**src/rtl/mem_stage_pkg.sv**
```systemverilog
// Shared definitions for the memory-access pipeline stage.
// Holds the inter-stage bus widths, the one-hot load_op bit indices and
// packed structs describing the layout of each bus (MSB-first field order).
package mem_stage_pkg;

    localparam int EXE_TO_MEM_LEN = 188;
    localparam int MEM_TO_WB_LEN  = 149;
    localparam int MEM_RF_LEN     = 54;
    localparam int DEST_LEN       = 5;
    localparam int LOAD_OP_W      = 5;
    localparam int CSR_NUM_W      = 14;

    // One-hot load_op bit positions
    localparam int LD_B  = 4;
    localparam int LD_H  = 3;
    localparam int LD_W  = 2;
    localparam int LD_BU = 1;
    localparam int LD_HU = 0;

    typedef struct packed {
        logic [31:0]           pc;
        logic                  gr_we;
        logic [DEST_LEN-1:0]   dest;
        logic [31:0]           exe_result;
        logic [31:0]           st_data;
        logic                  mem_en;
        logic [LOAD_OP_W-1:0]  load_op;
        logic                  rfrom_mem;
        logic [CSR_NUM_W-1:0]  csr_num;
        logic                  csr_we;
        logic [31:0]           csr_wvalue;
        logic [31:0]           csr_wmask;
    } exe_to_mem_t;

    typedef struct packed {
        logic [31:0]           pc;
        logic                  gr_we;
        logic [DEST_LEN-1:0]   dest;
        logic [31:0]           final_result;
        logic [CSR_NUM_W-1:0]  csr_num;
        logic                  csr_we;
        logic [31:0]           csr_wvalue;
        logic [31:0]           csr_wmask;
    } mem_to_wb_t;

    typedef struct packed {
        logic [DEST_LEN-1:0]   dest;
        logic                  ld_pending;
        logic [31:0]           final_result;
        logic                  mem_valid;
        logic                  csr_we;
        logic [CSR_NUM_W-1:0]  csr_num;
    } mem_rf_t;

endpackage

```
**src/rtl/mem_load_align.sv**
```systemverilog
// Load data alignment and extension (purely combinational).
//   word    : 32-bit SRAM word containing the addressed data
//   off     : byte offset within the word (address bits [1:0])
//   load_op : one-hot load type (LD_B/LD_H/LD_W/LD_BU/LD_HU)
//   result  : aligned, sign/zero-extended load value
// Halfword accesses use only off[1]; execute never passes misaligned
// halfword/word addresses, so the remaining low bits are ignored there.
module mem_load_align
    import mem_stage_pkg::*;
(
    input  logic [31:0]          word,
    input  logic [1:0]           off,
    input  logic [LOAD_OP_W-1:0] load_op,
    output logic [31:0]          result
);

    logic [7:0]  byte_val;
    logic [15:0] half_val;

    always_comb begin
        // NOTE: every output of a combinational block gets a default first,
        // otherwise an uncovered path would infer a latch.
        byte_val = word[7:0];
        case (off)
            2'd1:    byte_val = word[15:8];
            2'd2:    byte_val = word[23:16];
            2'd3:    byte_val = word[31:24];
            default: byte_val = word[7:0];
        endcase
        half_val = off[1] ? word[31:16] : word[15:0];

        result = word;
        if (load_op[LD_B])
            result = {{24{byte_val[7]}}, byte_val};
        else if (load_op[LD_BU])
            result = {24'h0, byte_val};
        else if (load_op[LD_H])
            result = {{16{half_val[15]}}, half_val};
        else if (load_op[LD_HU])
            result = {16'h0, half_val};
    end

endmodule

```
**src/rtl/mem_stage.sv**
```systemverilog
// Memory-access pipeline stage between execute and writeback.
//   clk, reset           : clock, synchronous active-high reset
//   exe_to_mem_valid/bus : instruction from execute; mem_allowin back-pressures
//   mem_to_wb_valid/bus  : result to writeback; wb_allowin back-pressures
//   mem_rf_bus           : forwarding / load-use hazard info for decode
//   data_sram_data_ok    : response strobe for a request issued in execute
//   data_sram_rdata      : response data, valid with data_ok
//   req_issued           : execute issued a request this cycle
//   wb_flush             : exception/ertn flush from writeback
// Loads and stores wait for their SRAM response. A response arriving while
// writeback stalls is held in a one-entry buffer. Responses still owed to
// squashed instructions are counted in drop_cnt and discarded on arrival.
module mem_stage
    import mem_stage_pkg::*;
#(
    parameter int DROP_CNT_W = 2
) (
    input  logic                      clk,
    input  logic                      reset,
    input  logic                      exe_to_mem_valid,
    output logic                      mem_allowin,
    input  logic [EXE_TO_MEM_LEN-1:0] exe_to_mem_bus,
    output logic                      mem_to_wb_valid,
    input  logic                      wb_allowin,
    output logic [MEM_TO_WB_LEN-1:0]  mem_to_wb_bus,
    output logic [MEM_RF_LEN-1:0]     mem_rf_bus,
    input  logic                      data_sram_data_ok,
    input  logic [31:0]               data_sram_rdata,
    input  logic                      req_issued,
    input  logic                      wb_flush
);

    localparam int SUM_W = DROP_CNT_W + 1;

    exe_to_mem_t           payload_q, payload_d;
    logic                  mem_valid_q, mem_valid_d;
    logic                  buf_valid_q, buf_valid_d;
    logic [31:0]           buf_data_q, buf_data_d;
    logic [DROP_CNT_W-1:0] drop_cnt_q, drop_cnt_d;

    logic       need_resp, resp_ok, ready_go, leave, capture;
    logic       owed, squash, stale, drop_overflow;
    logic [SUM_W-1:0] drop_sum;
    logic [31:0] load_word, load_data, final_result;
    mem_to_wb_t wb_s;
    mem_rf_t    rf_s;
    logic       unused_st_data;

    // Stores wait for data_ok too, so both kinds of memory op need a response.
    assign need_resp = payload_q.mem_en || payload_q.rfrom_mem;
    // A response belongs to the current instruction only when nothing stale is owed.
    assign resp_ok   = data_sram_data_ok && (drop_cnt_q == '0);
    assign ready_go  = !need_resp || buf_valid_q || resp_ok;
    assign leave     = mem_valid_q && ready_go && wb_allowin;
    assign capture   = resp_ok && mem_valid_q && need_resp && !buf_valid_q;

    assign mem_allowin     = !mem_valid_q || (ready_go && wb_allowin);
    assign mem_to_wb_valid = mem_valid_q && ready_go && !wb_flush;

    always_comb begin
        mem_valid_d = mem_valid_q;
        payload_d   = payload_q;
        buf_valid_d = buf_valid_q;
        buf_data_d  = buf_data_q;

        if (exe_to_mem_valid && mem_allowin)
            payload_d = exe_to_mem_bus;

        if (wb_flush)
            mem_valid_d = 1'b0;
        else if (mem_allowin)
            mem_valid_d = exe_to_mem_valid;

        if (capture)
            buf_data_d = data_sram_rdata;

        // Leaving in the capture cycle is the pass-through case: buffer stays clear.
        if (wb_flush || leave)
            buf_valid_d = 1'b0;
        else if (capture)
            buf_valid_d = 1'b1;
    end

    // Drop counter: a flushed instruction still waiting for its response, and
    // a request issued by execute in the flush cycle, each add one; every
    // stale data_ok removes one. The sum is one bit wider to detect overflow.
    assign owed   = wb_flush && mem_valid_q && need_resp && !buf_valid_q && !resp_ok;
    assign squash = wb_flush && req_issued;
    assign stale  = data_sram_data_ok && (drop_cnt_q != '0);

    always_comb begin
        drop_sum      = {1'b0, drop_cnt_q} + SUM_W'(owed) + SUM_W'(squash) - SUM_W'(stale);
        drop_overflow = drop_sum[DROP_CNT_W];
        drop_cnt_d    = drop_overflow ? '1 : drop_sum[DROP_CNT_W-1:0];
    end

    always_ff @(posedge clk) begin
        // NOTE: state registers use non-blocking assignments so every flop
        // samples the pre-edge values regardless of statement order.
        if (reset) begin
            mem_valid_q <= 1'b0;
            payload_q   <= '0;
            buf_valid_q <= 1'b0;
            buf_data_q  <= '0;
            drop_cnt_q  <= '0;
        end else begin
            mem_valid_q <= mem_valid_d;
            payload_q   <= payload_d;
            buf_valid_q <= buf_valid_d;
            buf_data_q  <= buf_data_d;
            drop_cnt_q  <= drop_cnt_d;
        end
    end

    drop_cnt_no_overflow: assert property (@(posedge clk) disable iff (reset) !drop_overflow);

    assign load_word = buf_valid_q ? buf_data_q : data_sram_rdata;

    mem_load_align u_load_align (
        .word    (load_word),
        .off     (payload_q.exe_result[1:0]),
        .load_op (payload_q.load_op),
        .result  (load_data)
    );

    assign final_result = payload_q.rfrom_mem ? load_data : payload_q.exe_result;

    always_comb begin
        wb_s.pc           = payload_q.pc;
        wb_s.gr_we        = payload_q.gr_we;
        wb_s.dest         = payload_q.dest;
        wb_s.final_result = final_result;
        wb_s.csr_num      = payload_q.csr_num;
        wb_s.csr_we       = payload_q.csr_we;
        wb_s.csr_wvalue   = payload_q.csr_wvalue;
        wb_s.csr_wmask    = payload_q.csr_wmask;

        // ld_pending tells decode to stall rather than forward a result not yet here.
        rf_s.dest         = (payload_q.gr_we && mem_valid_q) ? payload_q.dest : '0;
        rf_s.ld_pending   = mem_valid_q && payload_q.rfrom_mem && !ready_go;
        rf_s.final_result = final_result;
        rf_s.mem_valid    = mem_valid_q;
        rf_s.csr_we       = payload_q.csr_we && mem_valid_q;
        rf_s.csr_num      = payload_q.csr_num;
    end

    assign mem_to_wb_bus = wb_s;
    assign mem_rf_bus    = rf_s;

    // Store data was consumed by the request in execute; it only rides along here.
    assign unused_st_data = ^payload_q.st_data;

endmodule

```
**config.mk**
```make
export PLATFORM = sky130hd
export DESIGN_NAME = mem_stage
export DESIGN_NICKNAME = d
export VERILOG_FILES = /design/src/rtl/mem_stage_pkg.sv /design/src/rtl/mem_load_align.sv /design/src/rtl/mem_stage.sv
export SDC_FILE = /design/constraint.sdc
export NUM_CORES = 1
export LEC_CHECK = 0
export ABC_AREA = 1
export CAP_MARGIN = 30
export CORE_AREA = 2 2 168 170
export DETAILED_ROUTE_END_ITERATION = 8
export DIE_AREA = 0 0 170 172
export GPL_TIMING_DRIVEN = 0
export PLACE_DENSITY = 0.73
export SYNTH_ARGS = -nofsm -noshare
export SYNTH_HDL_FRONTEND = slang
export SYNTH_SLANG_ARGS = --single-unit
```
**constraint.sdc**
```tcl
create_clock -name clk -period 2.4 [get_ports clk]
set_input_delay 0.36 -clock clk [delete_from_list [all_inputs] [get_ports clk]]
set_output_delay 0.36 -clock clk [all_outputs]
set_load 0.05 [all_outputs]
```
==> metrics.md <==
| Metric | Value |
|---|---|
| Worst skew pair latency | 0.44 ns |
| Starting Density | 38.5% |
| Synth Cell Area | 0.0106 sq mm |
| Reg2reg path depth | 13 |
| Worst hold path depth | 2 |
| Count of clock tree sinks | 191 |
| Worst IR drop on VDD | 0.431 mV |
| Antenna violations before repair | 2 |
| Mapped Nets | 1926 |
| Crit start category | primary input |
| Post-route setup TNS | -2.35 ns |
| RSZ-0062 raised after global routing | yes |
| Port-buffer cells | 398 |
| Yosys cell types | 26 |
| Failing checks | negative setup slack |
| Number of global-route vias before repair | 10715 |
| Worst path cell trace | clkdlybuf4s50_1 > nand2_2 > nand2_4 > nand2_2 > nand2_2 > nand2_4 > nand2_4 > nand2_8 > buf_8 > nand2_2 > nand2_2 > nand2_4 > buf_6 > buf_8 |
| WL final | 37.8 mm |
| Wire length per cell | 15.1 microns |
| First-pass DRT Iterations | 5 |
| Critical Path Max Stage Delay | 0.56 ns |
| H-tree depth | 4 |
| Via count of the routed design | 11301 |
| Headroom to the max-slew limit | 52.2% |
| Critical path required time | 2.04 ns |
| Clock slew at reported path FFs | 0.08 ns |
| Post-Place Setup Slack | -0.750 ns |
| Fin. Hold Viols | 0 |
| CTS tree | yes |
| Detailed router's first-iteration violation count | 665 |
| GRT Total Usage | 24.4% |
| Crit path kind | in -> out |
| Final WS setup | -0.124 ns |
| Total clock buffers created by CTS | 17 |
| Cells after Synth | 1696 |
| Slowest cell on the critical path | clkdlybuf4s50_1 |
| Num rows | 61 |
| Final #Nets | 2367 |
| Worst Max-Slew Pin Slew | 0.716 ns |
| #FFs+latches synth | 191 |
| Fin crit share | 105% |
| Gp weighted congestion | 0.904 |
| First-pass GRT wire length | 55.4 mm |
| Fmax | 0.396 GHz |
| Number of synthesized flops with an enable pin | 0 |
| Grt ovf | 0 |
| Residual DRC | 0 |
| Final ANT Viol Nets | 0 |
| Drt via density | 4.52 |
| Post-Route Skew | 0.0165 ns |
| Pwr Density | 644 mW/mm^2 |
| Cell mode on critical path | nand2_2 |
| Hold_buf cts | 0 |
| Area delta synth->final | 61.2% |
| Largest net degree at the start of global routing | 20 |
| Leakage | 8.31 nW |
| Root Buffer | clkbuf_16 |
| Max Fanout on Critical Path | 8 |
| Crit end category | primary output |
| Asr flop ratio synth | 0% |
| Tmin final | 2.52 ns |
| Top FF cell, synth | dfxtp_1 |
| Sequential area share after synthesis | 36.2% |
| Die area | 0.0292 sq mm |
| Max_cap viols | 0 |
| Synth warn | 0 |
| Core Area | 0.0275 sq mm |
| Status | finished with violations |
| Final setup fails | 37 |
| Slew Limit Fails | 0 |
| CP arrival | 2.16 ns |
| Die Ht | 172 microns |
| Top Ports | 432 |
| Clk buf depth | 2 |
| Share of layout cells above drive strength 1 | 23.7% |
| Worst hold path class | reg -> reg |
| HPWL Detailed | 28.4 mm |
| Synth Area per Inst | 6.23 sq um |
| Die width | 170 microns |
==> final cells by class <==
type                       count  area (sq um)
inverter                     199           757
clock buffer                  18           429
tap                          346           433
sequential                   191          3840
clock inverter                14           143
timing repair buffer         422          4440
antenna                        3          7.51
multi-input combinational   1061          5060
buffer                       245          1930
fill                        2480         10400
==> cells by family (layout without fill, tap and decap cells) <==
family | Yosys count | after routing | synth area share [%]
xor+xnor | 1 | 1 | 0.0829
buf+inv | 444 | 898 | 23.4
mux | 1 | 1 | 0.0947
fa+ha+maj | 3 | 3 | 0.497
simple gates | 931 | 931 | 33.5
other cells | 0 | 3 | 0
compound gates | 125 | 125 | 6.21
flops | 191 | 191 | 36.2
==> worst max-delay path: cells and delay by family <==
kind                   cells  cell delay [ns]
buffers and inverters      4             0.96
and+or+nand+nor           10             0.81
==> layout by cell type (no fill, tap or decap), drive strengths merged, types with 4 or more instances in the layout <==
cell type and instances:
nor2 387, o21ai 71, clkdlybuf4s50 326, nand3 15
dfxtp 191, clkbuf 47, a21oi 43, clkinv 4
nand2 524, buf 304, dlygate4sd2 6, inv 208
o211ai 10
==> where the power goes <==
group | total, W | switching (W) | internal [W] | leakage (nW)
Sequential | 0.00360 | 0.000171 | 0.00343 | 1.58
Clock | 0.00288 | 0.00148 | 0.00140 | 0.280
Combinational | 0.00450 | 0.00262 | 0.00188 | 6.45
==> per-stage QoR <==
| step | hold WS (ns) | instances | power, W | utilization (%) | area [sq um] |
|---|---|---|---|---|---|
| after floorplan | 0.424 | 1696 | 0.00625 | - | 10600 |
| after global placement | 0.438 | 2440 | 0.00756 | 54.6 | 15000 |
| after detailed placement | 0.441 | 2440 | 0.00761 | 54.6 | 15000 |
| after CTS | 0.458 | 2487 | 0.0107 | 59.2 | 16300 |
| after global routing | 0.468 | 2497 | 0.0115 | 62.0 | 17000 |
| final | 0.457 | 2499 | 0.0110 | 62.0 | 17000 |
==> timing repair <==
action	4_1_cts	5_1_grt
pin swaps	23	42
gates cloned	2	1
endpoints found under the setup margin	74	66
gates resized for setup	644	180
setup buffers	13	8
==> final timing paths <==
check	start	end	slack, ns
setup / recovery	data_sram_rdata[23]	mem_to_wb_bus[97]	-0.12
hold / removal	buf_data_q[16]	buf_data_q[16]	0.46
setup reg to reg	buf_valid_q	drop_cnt_q[0]	-0.01
hold reg to reg	buf_data_q[16]	buf_data_q[16]	0.46
==> cells in the mapped netlist (10+ instances only) <==
master / instances / area, sq um
nand2_1: 518 / 1940
dfxtp_1: 191 / 3820
o211ai_1: 10 / 75.1
buf_4: 168 / 1260
o21ai_0: 64 / 320
buf_6: 19 / 214
a21oi_1: 43 / 215
buf_2: 28 / 140
clkbuf_1: 28 / 105
nand3_1: 14 / 70.1
nor2_1: 387 / 1450
inv_1: 193 / 724
==> routing by layer <==
layer  share of wire [%]  global-route usage, %  up-vias
met5                   0                      0        -
met4                 3.2                   9.03        0
li1                    -                      -     5730
met3                 8.5                   7.67       66
met1                  38                   27.3     5123
met2                  50                   43.6      382
==> flip-flops by register name, indices dropped and copies added, names as in the netlist <==
register and count:
buf_valid_q 1, payload_q 38, mem_to_wb_bus 103, mem_rf_bus 14, drop_cnt_q 2, buf_data_q 32
mem_valid_q 1
(Power assumes the default switching activity.)
